<file path="src/rtl/vending_controller.sv">
// Transaction FSM of the vending machine: coin collection, price/stock checks,
// product release, unit-by-unit change return and timed error codes.
module vending_controller #(
    parameter int PRICE0     = 3,
    parameter int PRICE1     = 5,
    parameter int PRICE2     = 7,
    parameter int PRICE3     = 10,
    parameter int STOCK_INIT = 4,
    parameter int MAX_CREDIT = 15,
    parameter int ERR_HOLD   = 8
) (
    input  logic        clk,
    input  logic        rst_n,
    input  logic        coin_valid,
    input  logic [1:0]  coin_val,
    input  logic        sel_valid,
    input  logic [1:0]  sel_item,
    input  logic        cancel,
    input  logic        restock,
    output logic [10:0] number,
    output logic [1:0]  redlight,
    output logic        vend_pulse,
    output logic [1:0]  vend_item,
    output logic        change_pulse,
    output logic [10:0] owner_total,
    output logic        busy
);

    localparam int CNT_W = $clog2(ERR_HOLD) + 1;

    localparam logic [2:0] S_IDLE    = 3'd0;
    localparam logic [2:0] S_COLLECT = 3'd1;
    localparam logic [2:0] S_VEND    = 3'd2;
    localparam logic [2:0] S_CHANGE  = 3'd3;
    localparam logic [2:0] S_ERR     = 3'd4;

    localparam logic [1:0] ERR_CREDIT  = 2'd1;
    localparam logic [1:0] ERR_SOLDOUT = 2'd2;
    localparam logic [1:0] ERR_COIN    = 2'd3;

    logic [2:0]       r_state;
    logic [4:0]       r_credit;
    logic [3:0][3:0]  r_stock;
    logic [10:0]      r_owner;
    logic [1:0]       r_redlight;
    logic [CNT_W-1:0] r_err_cnt;
    logic             r_vend_pulse;
    logic [1:0]       r_vend_item;
    logic             r_change_pulse;
    logic             r_busy;

    logic [2:0]       w_state_nxt;
    logic [4:0]       w_credit_nxt;
    logic [3:0][3:0]  w_stock_nxt;
    logic [10:0]      w_owner_nxt;
    logic [1:0]       w_red_nxt;
    logic [CNT_W-1:0] w_cnt_nxt;
    logic             w_vend_nxt;
    logic [1:0]       w_vitem_nxt;
    logic             w_chg_nxt;

    logic [4:0]       w_price;
    logic [4:0]       w_coin_amt;
    logic [4:0]       w_sum;
    logic [11:0]      w_owner_sum;

    always_comb begin
        case (sel_item)
            2'd0:    w_price = 5'(PRICE0);
            2'd1:    w_price = 5'(PRICE1);
            2'd2:    w_price = 5'(PRICE2);
            default: w_price = 5'(PRICE3);
        endcase
        case (coin_val)
            2'b00:   w_coin_amt = 5'd1;
            2'b01:   w_coin_amt = 5'd2;
            2'b10:   w_coin_amt = 5'd5;
            default: w_coin_amt = 5'd0;
        endcase
    end

    // Five bits hold MAX_CREDIT plus the largest coin without wrapping.
    assign w_sum       = r_credit + w_coin_amt;
    assign w_owner_sum = {1'b0, r_owner} + {7'd0, w_price};

    always_comb begin
        w_state_nxt  = r_state;
        w_credit_nxt = r_credit;
        w_stock_nxt  = r_stock;
        w_owner_nxt  = r_owner;
        w_red_nxt    = r_redlight;
        w_cnt_nxt    = r_err_cnt;
        w_vend_nxt   = 1'b0;
        w_vitem_nxt  = 2'd0;
        w_chg_nxt    = 1'b0;
        case (r_state)
            S_IDLE: begin
                if (restock) begin
                    for (int i = 0; i < 4; i++) begin
                        w_stock_nxt[i] = 4'(STOCK_INIT);
                    end
                end
                if (cancel) begin
                    w_state_nxt = S_IDLE;
                end else if (sel_valid) begin
                    w_red_nxt   = ERR_CREDIT;
                    w_cnt_nxt   = CNT_W'(ERR_HOLD - 1);
                    w_state_nxt = S_ERR;
                end else if (coin_valid) begin
                    if (coin_val == 2'b11) begin
                        w_red_nxt   = ERR_COIN;
                        w_cnt_nxt   = CNT_W'(ERR_HOLD - 1);
                        w_state_nxt = S_ERR;
                    end else begin
                        w_credit_nxt = w_coin_amt;
                        w_state_nxt  = S_COLLECT;
                    end
                end
            end
            S_COLLECT: begin
                if (cancel) begin
                    if (r_credit != 5'd0) begin
                        w_chg_nxt    = 1'b1;
                        w_credit_nxt = r_credit - 5'd1;
                        w_state_nxt  = S_CHANGE;
                    end else begin
                        w_state_nxt  = S_IDLE;
                    end
                end else if (sel_valid) begin
                    if (r_stock[sel_item] == 4'd0) begin
                        w_red_nxt   = ERR_SOLDOUT;
                        w_cnt_nxt   = CNT_W'(ERR_HOLD - 1);
                        w_state_nxt = S_ERR;
                    end else if (r_credit < w_price) begin
                        w_red_nxt   = ERR_CREDIT;
                        w_cnt_nxt   = CNT_W'(ERR_HOLD - 1);
                        w_state_nxt = S_ERR;
                    end else begin
                        // The sale is booked here so the VEND cycle already shows it.
                        w_vend_nxt            = 1'b1;
                        w_vitem_nxt           = sel_item;
                        w_credit_nxt          = r_credit - w_price;
                        w_stock_nxt[sel_item] = r_stock[sel_item] - 4'd1;
                        w_owner_nxt           = w_owner_sum[11] ? 11'd2047 : w_owner_sum[10:0];
                        w_state_nxt           = S_VEND;
                    end
                end else if (coin_valid) begin
                    if (coin_val == 2'b11 || w_sum > 5'(MAX_CREDIT)) begin
                        w_red_nxt   = ERR_COIN;
                        w_cnt_nxt   = CNT_W'(ERR_HOLD - 1);
                        w_state_nxt = S_ERR;
                    end else begin
                        w_credit_nxt = w_sum;
                    end
                end
            end
            S_VEND, S_CHANGE: begin
                if (r_credit != 5'd0) begin
                    w_chg_nxt    = 1'b1;
                    w_credit_nxt = r_credit - 5'd1;
                    w_state_nxt  = S_CHANGE;
                end else begin
                    w_state_nxt  = S_IDLE;
                end
            end
            S_ERR: begin
                if (r_err_cnt == '0) begin
                    w_red_nxt   = 2'd0;
                    w_state_nxt = (r_credit != 5'd0) ? S_COLLECT : S_IDLE;
                end else begin
                    w_cnt_nxt   = r_err_cnt - CNT_W'(1);
                end
            end
            default: begin
                w_red_nxt   = 2'd0;
                w_state_nxt = S_IDLE;
            end
        endcase
    end

    always_ff @(posedge clk or negedge rst_n) begin
        if (!rst_n) begin
            r_state        <= S_IDLE;
            r_credit       <= 5'd0;
            r_owner        <= 11'd0;
            r_redlight     <= 2'd0;
            r_err_cnt      <= '0;
            r_vend_pulse   <= 1'b0;
            r_vend_item    <= 2'd0;
            r_change_pulse <= 1'b0;
            r_busy         <= 1'b0;
            for (int i = 0; i < 4; i++) begin
                r_stock[i] <= 4'(STOCK_INIT);
            end
        end else begin
            r_state        <= w_state_nxt;
            r_credit       <= w_credit_nxt;
            r_stock        <= w_stock_nxt;
            r_owner        <= w_owner_nxt;
            r_redlight     <= w_red_nxt;
            r_err_cnt      <= w_cnt_nxt;
            r_vend_pulse   <= w_vend_nxt;
            r_vend_item    <= w_vitem_nxt;
            r_change_pulse <= w_chg_nxt;
            r_busy         <= (w_state_nxt == S_VEND) || (w_state_nxt == S_CHANGE) ||
                              (w_state_nxt == S_ERR);
        end
    end

    assign number       = {6'd0, r_credit};
    assign redlight     = r_redlight;
    assign vend_pulse   = r_vend_pulse;
    assign vend_item    = r_vend_item;
    assign change_pulse = r_change_pulse;
    assign owner_total  = r_owner;
    assign busy         = r_busy;

endmodule

</file>
<file path="config.mk">
export PLATFORM = sky130hd
export DESIGN_NAME = vending_controller
export DESIGN_NICKNAME = d
export VERILOG_FILES = /design/src/rtl/vending_controller.sv
export SDC_FILE = /design/constraint.sdc
export NUM_CORES = 1
export LEC_CHECK = 0
export CAP_MARGIN = 5
export CELL_PAD_IN_SITES_DETAIL_PLACEMENT = 0
export CELL_PAD_IN_SITES_GLOBAL_PLACEMENT = 2
export CORE_MARGIN = 1
export CORE_UTILIZATION = 30
export CTS_BUF_LIST = sky130_fd_sc_hd__clkbuf_16
export CTS_CLUSTER_SIZE = 25
export DETAILED_ROUTE_END_ITERATION = 10
export GPL_ROUTABILITY_DRIVEN = 0
export PLACE_DENSITY = 0.66
export SLEW_MARGIN = 20
export SYNTH_ARGS = -nofsm -noshare
export SYNTH_HDL_FRONTEND = slang
export SYNTH_SLANG_ARGS = --single-unit
</file>
<file path="constraint.sdc">
create_clock -name clk -period 3.1 [get_ports clk]
set_clock_uncertainty 0.15 [all_clocks]
set_input_delay 0.775 -clock clk [delete_from_list [all_inputs] [get_ports clk]]
set_output_delay 0.775 -clock clk [all_outputs]
set_load 0.02 [all_outputs]
</file>
==> impl_results.md, run 1 <==
* Outcome: complete, no violations
* Largest net degree at the start of global routing at 47
* Share of cells above drive strength 1 at 0.309
* Syn avg cell area at 9.78 um2
* Register bit total from synthesis at 46
* Max Freq at ~0.33 GHz
* Layout Nets at about 440
* Library cells used by synthesis at 60
* Via density at 5.01
* Total grt overflow at 0
* Mux cell area share after synthesis at 0.0674
* Post-Synth Adder-Cell Area at 0.0979
* Vias at 2691
* Top FF cell, synth: dfrtp_1
* Ant. Diodes at 0
* Fin crit period at roughly 3000 ps
* Seq pwr share at 0.318
* Drt total wl at 8.34 mm
* Post-Synth Simple-Gate Area at 0.170
* Gate power share at 0.441
* Yosys synthesis warning count at 0
* Sw Ratio at 0.359
* Die Wd at 103 um
* Vias in the first global route at between 2000 and 3000
* Worst slack, placed at -692 ps
* PortBufs at 32
* Worst Tran Pin Value at 690 ps
* Clock group share of total power at 0.241
* Psw at 0.929 mW
* Cts hold-fix bufs at 0
* DRC at 0
* Clk slew on worst S/H paths at roughly 70 ps
* Post-synthesis compound-gate area fraction at 0.190
* MaxCap Viol Count at 0
* Total Routing Usage GR at 0.173
* Post-DRT Antenna Nets at 0
* CP Class: primary input to flop
* Total CTS buffers at 5
* Unrepaired setup endpoints after global routing: false
* Largest family of logic cells by synthesized area: compound AO/OA/AOI/OAI gates
* Htree depth at 2
* Antenna violations before repair at 0
* Slack of the critical path at 114 ps
* Row Count at 36
* DR iter-0 viols at 174
* First-pass GRT wire length at ~14 mm
* Worst skew pair latency at between 200 and 300 ps
* Final period util at 0.963
* Root Buffer: clkbuf_16
* Endpoints failing setup at 0
* Required @ worst endpoint at 3130 ps
* Mapped Cells at roughly 310
* Worst setup EP type: flop
* Die footprint at about 11000 um2
* I/O Pins at 39
* Register area share after synthesis at 0.380
* WL/cell at between 15 and 20 um
* Clk buf depth at 2
* Final hold vios at 0
* Peak supply drop at between 0.2 and 0.3 mV
* CP Launch Type: primary input
* Post-synth EDFFs at 0
* Post-Layout Inst Area at 4250 um2
* Synthesized area at just over 3000 um2
* Core area at about 9800 um2
* Max-slew violations at 0
* Asr flop ratio synth at 1.00
* P_leak at around 2 nW
* Worst Hold Class: flop to flop
* Final core occ at 0.432
* Post-DP HPWL at 6.31 mm
* Initial core utilization at 0.310
* Power per cell area at between 600 and 700 nW/um2
* Slew HR at 0.535
* CTS tree: yes
* Xor and xnor area share after synthesis at 0.0317
* Crit Path Max Fanout at 6
* Die height at slightly above 100 um
* Pint at around 1.7 mW
* DRT Pass-1 Iters at 4
* Crit path DAT at 3010 ps
* Placed instance area at 3980 um2
* R2r setup slk at 410 ps
* Layout area overhead at 39.5%
* Sink Count at 46
-- cell type report --
type | instances | area [um2]
fill | 1006 | 5570
inverter | 20 | 82.6
sequential | 46 | 1160
clock buffer | 5 | 125
clock inverter | 3 | 43.8
tap | 133 | 166
timing repair buffer | 97 | 800
multi-input combinational | 233 | 1870
-- per-layer routing --
metal  up-vias  global-route usage  share of wire
met5         -                   0              0
met4         0              0.0385         0.0092
met3         7              0.0292          0.051
met2        67               0.270           0.45
met1      1298               0.249           0.49
li1       1319                   -              -
-- registers in the layout (all words and copies together) (netlist names) --
name          flops
busy              1
change_pulse      1
owner_total      11
r_credit          5
r_err_cnt         4
r_state           3
r_stock          16
redlight          2
vend_item         2
vend_pulse        1
-- kinds of logic after synthesis --
family,Yosys count
adder cells (fa/ha/maj),22
multiplexers,15
AND/OR/NAND/NOR,103
buffers and inverters,37
XOR/XNOR,11
AO/OA/AOI/OAI,76
flip-flops,46
other,1
-- power by group through the flow --
stage               clock, mW  combinational, mW  sequential (mW)
floorplan                   0              0.618            0.833
detailed placement          0               1.09            0.831
CTS                     0.640               1.12            0.821
global placement            0               1.09            0.829
global route            0.660               1.27            0.841
finish                  0.623               1.14            0.822
-- synthesized netlist by cell type (5+ instances only) --
cell,count,area (um2)
a21o_1,8,60.1
a21oi_1,9,45.0
a22o_1,16,140
a31oi_1,5,31.3
buf_4,7,52.6
clkbuf_1,5,18.8
dfrtp_1,42,1050
ha_1,19,238
inv_1,18,67.6
mux2_2,7,78.8
nand2_1,25,93.8
nand3_1,15,75.1
nand4_1,7,43.8
nor2_1,20,75.1
nor3_1,10,50.1
nor4_1,7,43.8
o21ai_0,13,65.1
xnor2_1,8,70.1
-- through the flow --
| stage | instances | TNS [ps] | hold WS, ps | power [mW] |
|---|---|---|---|---|
| CTS | 537 | 0 | 352 | 2.58 |
| detailed placement | 526 | -26060 | 335 | 1.92 |
| global placement | 526 | -22610 | 339 | 1.92 |
| global route | 537 | 0 | 374 | 2.77 |
| floorplan | 316 | -239 | 311 | 1.45 |
| finish | 537 | 0 | 350 | 2.59 |
-- worst paths after layout --
| path | from | end | cells past startpoint |
|---|---|---|---|
| worst max-delay path | sel_item[1] | owner_total[7]$_DFFE_PN0P_ | 12 |
| worst min-delay path | r_stock[8]$_DFFE_PN0P_ | r_stock[8]$_DFFE_PN0P_ | 1 |
| min in group asynchronous | rst_n | r_err_cnt[1]$_DFFE_PN0P_ | 2 |
| max in group asynchronous | rst_n | r_stock[11]$_DFFE_PN0P_ | 2 |
| worst max register to register | r_credit[1]$_DFFE_PN0P_ | r_credit[2]$_DFFE_PN0P_ | 8 |
| worst min register to register | r_stock[8]$_DFFE_PN0P_ | r_stock[8]$_DFFE_PN0P_ | 1 |
-- cell usage in the layout (no fill, tap or decap), types with 2 or more instances in the layout --
| master | n |
|---|---|
| fa_1 | 2 |
| a21oi_1 | 8 |
| a221oi_1 | 2 |
| and2_1 | 2 |
| inv_1 | 14 |
| ha_2 | 2 |
| inv_2 | 5 |
| nand4_1 | 7 |
| a21o_1 | 8 |
| a22o_1 | 15 |
| o22ai_4 | 3 |
| dfstp_2 | 4 |
| mux2_4 | 5 |
| buf_4 | 65 |
| conb_1 | 6 |
| mux2_2 | 6 |
| clkdlybuf4s50_1 | 27 |
| nor3_1 | 9 |
| clkbuf_16 | 5 |
| o21a_1 | 3 |
| buf_2 | 2 |
| nand2b_1 | 2 |
| xnor2_1 | 8 |
| o21ai_1 | 3 |
| mux4_2 | 3 |
| xor2_1 | 3 |
| nor2_1 | 19 |
| nand2_1 | 25 |
| nor2b_4 | 2 |
| a31oi_1 | 5 |
| nand3_1 | 15 |
| nor4_1 | 7 |
| and3_1 | 4 |
| ha_1 | 14 |
| o21ai_0 | 10 |
| dfrtp_1 | 42 |
| ha_4 | 3 |
| a21oi_4 | 2 |
-- critical path, stage by stage --
cell,delay [ps]
clkdlybuf4s18_2,250
inv_2,80
ha_2,200
ha_1,270
nor2b_2,140
o2111ai_1,140
a22o_4,270
buf_4,160
nor3_2,190
buf_4,150
nand4_1,90
mux2_2,280
-- what timing repair did --
action	CTS	global route
endpoints found under the hold margin	0	0
pin swaps	7	3
setup endpoints to repair	44	26
buffers inserted	3	0
resized for setup	18	14
Note: power is estimated with default switching activity, not from simulation.
==> inputs of run 2 (changes only) <==
--- a/config.mk
+++ b/config.mk
@@ -15,7 +15,6 @@
 export DETAILED_ROUTE_END_ITERATION = 10
 export GPL_ROUTABILITY_DRIVEN = 0
 export PLACE_DENSITY = 0.66
-export SLEW_MARGIN = 20
 export SYNTH_ARGS = -nofsm -noshare
 export SYNTH_HDL_FRONTEND = slang
 export SYNTH_SLANG_ARGS = --single-unit
==> results of run 2 <==
No change in the layout: final DEF, timing and power equal those of run 1.
==> inputs of run 3 (changes only) <==
--- a/config.mk
+++ b/config.mk
@@ -8,7 +8,6 @@
 export CAP_MARGIN = 5
 export CELL_PAD_IN_SITES_DETAIL_PLACEMENT = 0
 export CELL_PAD_IN_SITES_GLOBAL_PLACEMENT = 2
-export CORE_MARGIN = 1
 export CORE_UTILIZATION = 30
 export CTS_BUF_LIST = sky130_fd_sc_hd__clkbuf_16
 export CTS_CLUSTER_SIZE = 25
==> results of run 3 <==
No change in the layout: final DEF, timing and power equal those of run 1.
